==> src/rtl/midi_tx_encoder.sv <==
// midi_tx_encoder: MIDI 8N1 transmitter that frames 1-3 byte messages and applies running status.
module midi_tx_encoder #(
  parameter int CLK_HZ         = 50000000,
  parameter int BAUD           = 31250,
  parameter int RUNNING_STATUS = 1
) (
  input  logic       CLOCK_50,
  input  logic       reset_reg_N,
  input  logic       msg_valid,
  output logic       msg_ready,
  input  logic [7:0] msg_status,
  input  logic [7:0] msg_data1,
  input  logic [7:0] msg_data2,
  output logic       midi_txd,
  output logic       busy,
  output logic       byte_done,
  output logic       msg_err
);
  localparam int BIT_CLKS = CLK_HZ / BAUD;
  localparam int TW = $clog2(BIT_CLKS + 1);
  typedef enum logic [1:0] {IDLE, START, DATA, STOP} state_t;
  state_t state, state_nx;
  logic [TW-1:0] tmr;
  logic [2:0] bit_idx;
  logic [1:0] left, len;
  logic [23:0] sbuf;
  logic [7:0] rs, d1, d2;
  logic live, accept, bit_end, chan, skip, stop_end;
  assign accept = msg_valid & msg_ready;
  assign bit_end = tmr == TW'(BIT_CLKS - 1);
  assign stop_end = state == STOP && bit_end;
  assign d1 = msg_data1 & 8'h7F;
  assign d2 = msg_data2 & 8'h7F;
  assign chan = msg_status >= 8'h80 && msg_status < 8'hF0;
  assign skip = RUNNING_STATUS != 0 && chan && msg_status == rs;
  // len = 0 marks a malformed (data-range) status byte
  always_comb
    len = msg_status < 8'h80 ? 2'd0 :
          (msg_status < 8'hC0 || chan && msg_status >= 8'hE0 || msg_status == 8'hF2) ? 2'd3 :
          (msg_status < 8'hE0 || msg_status == 8'hF1 || msg_status == 8'hF3) ? 2'd2 : 2'd1;
  always_ff @(posedge CLOCK_50 or negedge reset_reg_N)
    if (!reset_reg_N) state <= IDLE;
    else state <= state_nx;
  always_comb begin
    state_nx = state;
    case (state)
      IDLE:    state_nx = accept && len != 2'd0 ? START : IDLE;
      START:   state_nx = bit_end ? DATA : START;
      DATA:    state_nx = bit_end && bit_idx == 3'd7 ? STOP : DATA;
      default: state_nx = bit_end ? (left == 2'd1 ? IDLE : START) : STOP;
    endcase
  end
  always_comb begin
    msg_ready = live && state == IDLE;
    busy = state != IDLE;
    midi_txd = state == START ? 1'b0 : state == DATA ? sbuf[bit_idx] : 1'b1;
  end
  always_ff @(posedge CLOCK_50 or negedge reset_reg_N)
    if (!reset_reg_N) begin
      tmr <= '0;
      bit_idx <= '0;
      left <= '0;
      sbuf <= '0;
      rs <= '0;
      live <= 1'b0;
      byte_done <= 1'b0;
      msg_err <= 1'b0;
    end else begin
      live <= 1'b1;
      byte_done <= stop_end;
      msg_err <= accept && len == 2'd0;
      tmr <= (state == IDLE || bit_end) ? '0 : tmr + TW'(1);
      bit_idx <= (state != DATA || bit_end && bit_idx == 3'd7) ? '0 : bit_idx + {2'b0, bit_end};
      if (accept && len != 2'd0) begin
        sbuf <= skip ? {8'h00, d2, d1} : {d2, d1, msg_status};
        left <= skip ? len - 2'd1 : len;
      end else if (stop_end) begin
        sbuf <= {8'h00, sbuf[23:8]};
        left <= left - 2'd1;
      end
      // system real-time (F8-FF) leaves running status untouched
      if (accept && msg_status >= 8'h80 && msg_status < 8'hF8) rs <= chan ? msg_status : 8'h00;
    end
endmodule

==> config.mk <==
export PLATFORM = sky130hd
export DESIGN_NAME = midi_tx_encoder
export DESIGN_NICKNAME = d
export VERILOG_FILES = /design/src/rtl/midi_tx_encoder.sv
export SDC_FILE = /design/constraint.sdc
export NUM_CORES = 1
export LEC_CHECK = 0
export BUFFER_PORTS_ARGS = -buffer_cell sky130_fd_sc_hd__clkbuf_2
export CORE_MARGIN = 3
export CORE_UTILIZATION = 53
export CTS_CLUSTER_DIAMETER = 150
export DETAILED_ROUTE_END_ITERATION = 6
export GPL_TIMING_DRIVEN = 0
export PLACE_DENSITY = 0.78
export REMOVE_ABC_BUFFERS = 1
export SYNTH_ARGS = -nofsm -noshare
export SYNTH_HDL_FRONTEND = slang
export SYNTH_SLANG_ARGS = --single-unit
==> constraint.sdc <==
create_clock -name CLOCK_50 -period 2.24 [get_ports CLOCK_50]
set_input_delay 0.112 -clock CLOCK_50 [delete_from_list [all_inputs] [get_ports CLOCK_50]]
set_output_delay 0.112 -clock CLOCK_50 [all_outputs]
set_load 0.1 [all_outputs]
==> reports/metrics.cfg, run 1 <==
[timing]
finalHoldViolations = 0
layout_min_cycle_time_ps = 2110
worst_pin_slew_ps = 611
fmax_mhz = 474
period_share = 0.941
slew_headroom = 0.591
slew_viol_final = 0
worst_slack_ps = 132
hold_ws_ps = 52.4
finalSetupViolations = 0
clock_skew_ps = 4.17

[global_route]
gr-usage-all-layers = 0.209
antenna_found_initial = 0
overflow = 0
grt_pass1_vias = 1844
grt_max_degree = 52
grt_pass1_wl_mm = 9.03

[route]
dr.max_layer_used = met4
wl_met1_mm = 2.45
wl_met3_um = 315
wl_met2_mm = 2.57
drtIter0Drc = 77
num_vias = 1973
viasPerCell = 5.84
antenna_left = 0
wire_per_inst_um = 16.0
drt_pre_antenna_iters = 4
drc = 0
wl_mm = 5.40

[floorplan]
start_util = 0.569
placementRows = 24
core_um2 = 4530
die_w_um = 75.8
dieArea_um2 = 5740
pin_count = 32
die_y_um = 75.8

[setup_path]
slowest_stage = nor2_2
cp.depth = 6
startpoint = tmr[0]
crit_buf_inv = 1
rrSetupSlack_ps = 130
r2r_cells = 6
path_cells = ha_1 -> and3_1 -> nand4_4 -> clkinv_2 -> nor2_2 -> a22o_1
rr_startpoint = tmr[0]
reg2reg_to = sbuf[16]
critical_path_arrival_ps = 2350
crit_family = simple AND/OR/NAND/NOR gates
crit_path_max_fanout = 17
cp-end-kind = flip-flop
cp-endpoint = sbuf[16]
path_class = flip-flop to flip-flop
required_ps = 2480
startpoint_type = flip-flop
slowest_delay_ps = 440

[synthesis]
synth_cells = 244
syn_area_per_cell_um2 = 10.6
yosysWarnings = 0
ys_ff_latch = 51
async_flop_share = 1.00
dominantRegCellSynth = dfrtp_1
synth_top_area_share = 0.494
synthTopCellsByCount = 51 x dfrtp_1, 42 x nand2_1, 21 x nand3_1
synth_top_area_cell = dfrtp_1
synth.distinct_cells = 47
ys_top_cells_by_area = dfrtp_1 49%, nand2_1 6.1%, o221a_1 5.2%
syn_area_um2 = 2580
synth-edff-count = 0
synth_most_common_cell = dfrtp_1
ys_seq_area_frac = 0.494

[cells_and_area]
register_area_um2 = 1280
synthToLayoutAreaGrowth_pct = 11.3
diodes = 0
drive_above_1_share = 0.198
fill_cells = 364
final_nets = 304
multiInputGateArea_um2 = 1220

[min_path]
hold_depth = 2
worstHoldPathType = input pin to flip-flop

[clocking]
cts-root-buf = clkbuf_8
insertion_delay_ps = 300
cts_inserted_buffers = 5
cts_tree = done
clk_pin_slew_worst_paths_ps = 90
htree_levels = 2
cts_buffer_depth = 2
cts.sinks = 51

[power]
cellLeakagePower_nw = 1.35
powerDensity_nw_per_um2 = 531
ir_worst_vdd_uv = 363

[place]
hpwl_mm = 3.52
place_ws_ps = -281
gp_congestion = 0.774
port-buffer-count = 29

[run]
maxCapViolCount = 0

[outcome]
outcome = finished, final reports clean

==> cells in the final DEF, fill, tap and decap left out, types with 2 or more instances in the layout <==
| cell | count |
|---|---|
| xnor2_1 | 6 |
| mux2i_1 | 2 |
| clkbuf_8 | 6 |
| and2_1 | 6 |
| xor2_1 | 13 |
| ha_1 | 4 |
| o21ai_0 | 2 |
| dfrtp_1 | 50 |
| a31oi_1 | 2 |
| nor2_1 | 15 |
| nor2_2 | 3 |
| clkbuf_2 | 27 |
| nand4_1 | 3 |
| o221a_1 | 12 |
| nand3_1 | 21 |
| inv_1 | 4 |
| a22o_1 | 12 |
| clkinv_2 | 2 |
| mux4_2 | 2 |
| nand2_1 | 42 |
| a21oi_1 | 4 |
| and3_1 | 6 |
==> layer usage <==
metal	track usage	vias to the layer above
met5	0	-
met4	0.0524	0
met1	0.294	966
met2	0.325	60
li1	-	941
met3	0.0488	6
==> power breakdown <==
group / internal [mW] / leakage (nW) / switching (mW) / total (mW)
clock: 0.243 / 0.0470 / 0.286 / 0.528
combinational: 0.0260 / 0.691 / 0.0508 / 0.0768
sequential: 0.921 / 0.611 / 0.000999 / 0.922
==> final cells by class <==
type,count,area share
Inverter,5,0.00697
Sequential cell,51,0.445
Clock inverter,1,0.00174
Tap cell,65,0.0283
Multi-Input combinational cell,178,0.425
Clock buffer,6,0.0287
Timing Repair Buffer,32,0.0645
==> stage by stage <==
| stage | cells | util | area (um2) | setup TNS, ps | total power, mW |
|---|---|---|---|---|---|
| after floorplan | 233 | - | 2500 | -333 | 0.952 |
| after global placement | 327 | 0.602 | 2730 | -1590 | 1.01 |
| after detailed placement | 327 | 0.602 | 2730 | -1940 | 1.01 |
| after CTS | 336 | 0.625 | 2840 | 0 | 1.54 |
| after global routing | 338 | 0.634 | 2870 | -31.7 | 1.59 |
| final | 338 | 0.634 | 2870 | 0 | 1.53 |
==> worst min-delay path by stage <==
stage,start,endpoint,slack [ps]
2_1_floorplan,reset_reg_N,bit_idx[0],-180
3_3_place_gp,msg_data2[5],sbuf[21],350
3_5_place_dp,msg_data2[5],sbuf[21],360
4_1_cts,msg_data2[5],sbuf[21],40
5_1_grt,msg_data2[5],sbuf[21],40
6_report,msg_data2[5],sbuf[21],50
==> registers in the layout, summed over array words and instances, names as in the netlist <==
name	cells
msg_err	1
left	2
tmr	11
state	2
sbuf	22
live	1
rs	8
bit_idx	3
byte_done	1
==> timing repair <==
item,CTS,global route
endpoints found under the hold margin,0,18
hold buffers,0,1
gates resized for setup,1,4
buffers inserted,1,0
pin swaps,2,0
gates cloned,1,0
setup endpoints to repair,16,16
==> cell families after synthesis <==
group                    count (synthesis)  synth area share
AO/OA/AOI/OAI                           42             0.142
multiplexers                             4            0.0252
other                                    1           0.00145
flip-flops                              51             0.494
XOR/XNOR                                19            0.0645
buffers and inverters                   16            0.0368
adder cells (fa/ha/maj)                  4            0.0194
AND/OR/NAND/NOR                        107             0.216
Power figures use the tool's default switching activity.
==> run 2: changes to the inputs <==
Settings changed: CORE_UTILIZATION 53 to 57, PLACE_DENSITY 0.78 to 0.83.
==> reports/metrics.cfg, run 2 (synthesis results as in run 1) <==
[global_route]
grt_pass1_vias = 1989  ; +7.9%
grt_pass1_wl_mm = 9.21  ; +2.1%
gr-usage-all-layers = 0.224  ; +0.0153
grt_max_degree = 52  ; unchanged
antenna_found_initial = 0  ; unchanged
overflow = 0  ; unchanged

[floorplan]
placementRows = 23  ; -4.2%
die_w_um = 73.3  ; -3.3%
core_um2 = 4170  ; -8.0%
die_y_um = 73.3  ; -3.3%
start_util = 0.619  ; +0.0493
dieArea_um2 = 5370  ; -6.5%
pin_count = 32  ; unchanged

[setup_path]
r2r_cells = 6  ; unchanged
crit_path_max_fanout = 4  ; -13
required_ps = 2130  ; -350 ps
rrSetupSlack_ps = 160  ; +30 ps
slowest_delay_ps = 510  ; +70 ps
path_cells = mux4_2 -> nor2b_1 -> a211oi_1 -> mux2i_1 -> clkbuf_4
reg2reg_to = sbuf[20]
cp-end-kind = primary output
path_class = flip-flop to primary output
slowest_stage = mux4_2
critical_path_arrival_ps = 1980  ; -370 ps
rr_startpoint = tmr[0]
startpoint_type = flip-flop

[clocking]
cts_buffer_depth = 2  ; unchanged
cts.sinks = 51  ; unchanged
clk_pin_slew_worst_paths_ps = 90  ; about the same
htree_levels = 2  ; unchanged
cts-root-buf = clkbuf_8
cts_tree = done
hold_buffers = 0  ; unchanged
cts_inserted_buffers = 5  ; unchanged
insertion_delay_ps = 310  ; about the same

[outcome]
outcome = finished, final reports clean

[timing]
layout_min_cycle_time_ps = 2100  ; -11.9 ps
clock_skew_ps = 7.81  ; +3.64 ps
period_share = 0.936  ; -0.00530
finalHoldViolations = 0  ; unchanged
slew_headroom = 0.169  ; -0.423
slew_viol_final = 0  ; unchanged
rsz0062_at_grt = no
fmax_mhz = 477  ; +0.57%
worst_pin_slew_ps = 1250  ; +636 ps
finalSetupViolations = 0  ; unchanged
setup_tns_ps = 0  ; unchanged

[route]
antenna_left = 0  ; unchanged
wire_per_inst_um = 17.4  ; +9.3%
wl_mm = 5.65  ; +4.7%
drt_pre_antenna_iters = 4  ; unchanged
viasPerCell = 6.20  ; +6.3%
drc = 0  ; unchanged
num_vias = 2010  ; +1.9%
drtIter0Drc = 167  ; +120%

[place]
gp_congestion = 0.767  ; -0.80%
hpwl_mm = 3.75  ; +6.7%
port-buffer-count = 29  ; unchanged
dp.cells = 312  ; -4.6%

[cells_and_area]
largest_reg_flops = 22  ; unchanged
diodes = 0  ; unchanged
synthToLayoutAreaGrowth_pct = 9.74
fin_cells = 324  ; -4.1%
final_nets = 304  ; unchanged
final_common_cell = dfrtp_1
largestRegisters = sbuf: 22 flops, tmr: 11 flops, rs: 8 flops
mostFrequentLayoutCells = 50 x dfrtp_1, 42 x nand2_1, 28 x clkbuf_2, 21 x nand3_1, 15 x nor2_1
largest-register = sbuf
fill_cells = 318  ; -13%
drive_above_1_share = 0.197  ; -0.000722

[power]
cellLeakagePower_nw = 1.34  ; -0.73%
powerDensity_nw_per_um2 = 537  ; +0.95%
ir_worst_vdd_uv = 470  ; +30%

[run]
maxCapViolCount = 0  ; unchanged

[min_path]
worstHoldPathType = input pin to asynchronous set/reset pin

==> run 2: cell types whose count changed in the layout (fill, tap and decap cells not counted), sizes merged <==
cell | previous run | this run
clkbuf | 34 | 36
dlygate4sd3 | 1 | 0
==> run 2: routing by layer <==
layer | up-vias | share of wire | global-route usage
li1 | 932 | - | -
met2 | 63 | 0.50 | 0.378
met1 | 1001 | 0.43 | 0.287
met3 | 14 | 0.059 | 0.0356
met5 | - | 0 | 0
met4 | 0 | 0.015 | 0.0905
==> run 2: what timing repair did <==
| action | 4_1_cts | 5_1_grt |
|---|---|---|
| pin swaps | 2 | 1 |
| endpoints found under the hold margin | 0 | 0 |
| endpoints found under the setup margin | 21 | 16 |
| cloned | 1 | 0 |
| resized for setup | 1 | 4 |
| setup buffers | 1 | 2 |
==> run 2: worst max-delay path, delay by kind of cell, from the launching register on <==
| kind | cells | cell delay [ps] |
|---|---|---|
| buffers and inverters | 1 | 290 |
| AND/OR/NAND/NOR | 1 | 140 |
| flip-flops | 1 | 420 |
| multiplexers | 2 | 620 |
| AO/OA/AOI/OAI | 1 | 200 |
==> run 2: final cells by class <==
class,count,area [um2],share of cell area
inverters,5,20.0,0.00707
well taps,50,62.6,0.0221
clock inverters,1,5.00,0.00177
clock buffers,7,76.3,0.0269
multi-input cells,178,1220,0.431
repair buffers,32,170,0.0601
flip-flops and latches,51,1280,0.451
==> run 2: worst max path at each step <==
| stage | start | slack, ps | end |
|---|---|---|---|
| final | bit_idx[0] | 140 | midi_txd |
| after global routing | tmr[0] | 40 | sbuf[22] |
| after CTS | tmr[0] | 60 | sbuf[20] |
| after detailed placement | state[1] | -220 | rs[2] |
| after global placement | state[1] | -220 | rs[2] |
| after floorplan | bit_idx[0] | -330 | midi_txd |
==> run 2: power by group <==
part	switching [mW]	total, mW	leakage, nW	internal (mW)
combinational	0.0496	0.0709	0.686	0.0213
clock	0.307	0.527	0.0422	0.220
sequential	0.00111	0.922	0.611	0.921
==> run 2: through the flow <==
step	power [mW]	util	area (um2)	setup slack, ps	hold WS, ps
5_1_grt	1.56	0.679	2830	39.2	38.0
4_1_cts	1.51	0.673	2810	64.8	45.9
6_report	1.52	0.679	2830	144	41.6
3_3_place_gp	1.01	0.650	2710	-217	356
3_5_place_dp	1.01	0.650	2710	-219	363
2_1_floorplan	0.952	-	2500	-333	-184
==> run 3: changes to the inputs <==
Settings changed: ABC_AREA set to 1, CORE_UTILIZATION 57 to 58.
==> reports/metrics.cfg, run 3 <==
[cells_and_area]
diodes = 0  ; unchanged
mostFrequentLayoutCells = 61 x nand2_1, 51 x dfrtp_1, 49 x inv_1, 40 x nand3_1, 37 x nor2_1
largest_reg_flops = 22  ; unchanged
final_area_um2 = 3160  ; +12%
largest-register = sbuf
drive_above_1_share = 0.178  ; -0.0193
final_common_cell = nand2_1
synthToLayoutAreaGrowth_pct = 11.5
largestRegisters = sbuf: 22 flops, tmr: 11 flops, rs: 8 flops
fin_cells = 470  ; +45%
post-route-util = 0.697  ; +0.0182
final_nets = 435  ; +43%

[global_route]
antenna_found_initial = 0  ; unchanged
grt_pass1_vias = 2398  ; +21%
gr-usage-all-layers = 0.223  ; -0.000431
grt_max_degree = 52  ; unchanged
overflow = 0  ; unchanged
grt_pass1_wl_mm = 10.8  ; +17%

[route]
wl_met3_um = 255  ; -24%
drc = 0  ; unchanged
wl_met1_mm = 2.67  ; +11%
wl_mm = 6.10  ; +8.0%
wl_met2_mm = 3.08  ; +9.4%
wire_per_inst_um = 13.0  ; -26%
num_vias = 2530  ; +26%
dr.max_layer_used = met4
drtIter0Drc = 146  ; -13%
viasPerCell = 5.38  ; -13%
drt_pre_antenna_iters = 4  ; unchanged
antenna_left = 0  ; unchanged

[power]
cellLeakagePower_nw = 1.55  ; +16%
finalPower_mw = 1.53  ; +0.87%
powerDensity_nw_per_um2 = 485  ; -9.6%
ir_worst_vdd_uv = 378  ; -20%

[clocking]
cts_buffer_depth = 2  ; unchanged
cts_inserted_buffers = 5  ; unchanged
clk_pin_slew_worst_paths_ps = 90  ; about the same
insertion_delay_ps = 300  ; about the same
htree_levels = 2  ; unchanged
cts-root-buf = clkbuf_8
cts_tree = done
cts.sinks = 51  ; unchanged

[setup_path]
rr_startpoint = state[1]
rrSetupSlack_ps = 220  ; +60 ps
r2r_cells = 8  ; +2
critical_path_arrival_ps = 2200  ; +220 ps
required_ps = 2420  ; +290 ps
path_class = flip-flop to flip-flop
startpoint_type = flip-flop
cp-end-kind = flip-flop
startpoint = state[1]
reg2reg_to = sbuf[22]
crit_path_max_fanout = 22  ; +18
cp-endpoint = sbuf[22]

[floorplan]
dieArea_um2 = 5760  ; +7.2%
die_y_um = 75.9  ; +3.6%
pin_count = 32  ; unchanged
die_w_um = 75.9  ; +3.6%
core_um2 = 4530  ; +8.7%
placementRows = 24  ; +4.3%
start_util = 0.625  ; +0.00641

[synthesis]
synthTopCellsByCount = 61 x nand2_1, 51 x dfrtp_1, 50 x inv_1
ys_top_cells_by_area = dfrtp_1 45%, nand2_1 8.1%, nand3_1 7.1%
synth_top_area_share = 0.450  ; -0.0441
synth.distinct_cells = 30  ; -36%
synth_most_common_cell = nand2_1
yosysWarnings = 0  ; unchanged
synth_cells = 372  ; +52%
async_flop_share = 1.00  ; unchanged
syn_area_per_cell_um2 = 7.62  ; -28%
ys_ff_latch = 51  ; unchanged
ys_seq_area_frac = 0.450  ; -0.0441
dominantRegCellSynth = dfrtp_1
syn_area_um2 = 2830  ; +9.8%
synth_top_area_cell = dfrtp_1
synth-edff-count = 0  ; unchanged

[timing]
slew_headroom = 0.640  ; +0.471
finalHoldViolations = 0  ; unchanged
worst_pin_slew_ps = 543  ; -704 ps
rsz0062_at_grt = no
layout_min_cycle_time_ps = 2020  ; -79.1 ps
finalSetupViolations = 0  ; unchanged
setup_tns_ps = 0  ; unchanged
period_share = 0.901  ; -0.0353
clock_skew_ps = 5.43  ; -2.39 ps
slew_viol_final = 0  ; unchanged
fmax_mhz = 496  ; +3.9%

[outcome]
outcome = finished, final reports clean

[place]
placed_cell_area_um2 = 3000  ; +11%
gp_congestion = 0.839  ; +9.3%
port-buffer-count = 29  ; unchanged
hpwl_mm = 4.22  ; +12%
dp.cells = 457  ; +46%

[min_path]
worstHoldPathType = input pin to flip-flop

[run]
maxCapViolCount = 0  ; unchanged

-- run 3: cell count changes in the layout (fill, tap and decap cells not counted), moves of 11 or more --
cell,previous run,this run
inv_1,4,49
o221a_1,12,0
nand2_1,42,61
nand3_1,21,40
o21ai_1,1,12
a22o_1,12,0
o21ai_0,2,34
a21oi_1,4,22
xor2_1,13,0
nor2_1,15,37
-- run 3: layout make-up --
cell class,instances,area (um2)
fill,384,1370
multi-input combinational,254,1290
sequential,51,1280
inverter,58,221
timing repair buffer,34,210
tap,65,81.3
clock buffer,6,72.6
clock inverter,2,12.5
-- run 3: cells by family after synthesis --
kind of cell               count (synthesis)  share of synthesized area
other                                      1                    0.00132
xor gates and xnor gates                   1                    0.00309
AOI/OAI and AO/OA                         79                      0.146
DFF                                       51                      0.450
and+or+nand+nor                          169                      0.283
adders and majority gates                  4                     0.0177
buffers and inverters                     67                     0.0989
-- run 3: stage by stage --
stage / setup slack, ps / hold slack, ps
after global placement: -88.5 / 350
after detailed placement: -153 / 353
after floorplan: -482 / -184
after CTS: 146 / 22.3
final: 223 / 27.9
after global routing: 62.8 / 12.4
-- run 3: critical path, stage by stage, from the launching register on --
cell,delay [ps]
dfrtp_1,410
inv_2,90
nand2_2,90
nor2_4,120
nand3_2,410
nand2_4,390
inv_1,200
nand2_1,100
o21ai_0,80
-- run 3: worst min path at each step --
stage	depth (start not counted)	slack, ps	startpoint	endpoint
finish	3	30	msg_valid	msg_err
global route	3	10	msg_valid	msg_err
CTS	3	20	msg_valid	msg_err
detailed placement	3	350	msg_valid	msg_err
global placement	3	350	msg_valid	msg_err
floorplan	0	-180	reset_reg_N	bit_idx[0]
-- run 3: what timing repair did --
| action | in CTS | in global routing |
|---|---|---|
| endpoints found under the setup margin | 16 | 7 |
| hold buffers | 0 | 1 |
| resized for setup | 1 | 1 |
| buffers inserted | 3 | 0 |
| hold endpoints to repair | 0 | 47 |
-- run 3: metal layers --
| metal | up-vias | track usage |
|---|---|---|
| li1 | 1273 | - |
| met1 | 1186 | 0.300 |
| met2 | 60 | 0.380 |
| met3 | 11 | 0.0391 |
| met4 | 0 | 0.0489 |
| met5 | - | 0 |
-- run 3: power by group --
part | internal (mW) | total, mW | switching (mW) | leakage, nW
clock network | 0.219 | 0.518 | 0.300 | 0.0412
logic | 0.0328 | 0.0939 | 0.0611 | 0.859
registers | 0.921 | 0.921 | 0.000219 | 0.654
total | 1.17 | 1.53 | 0.361 | 1.55
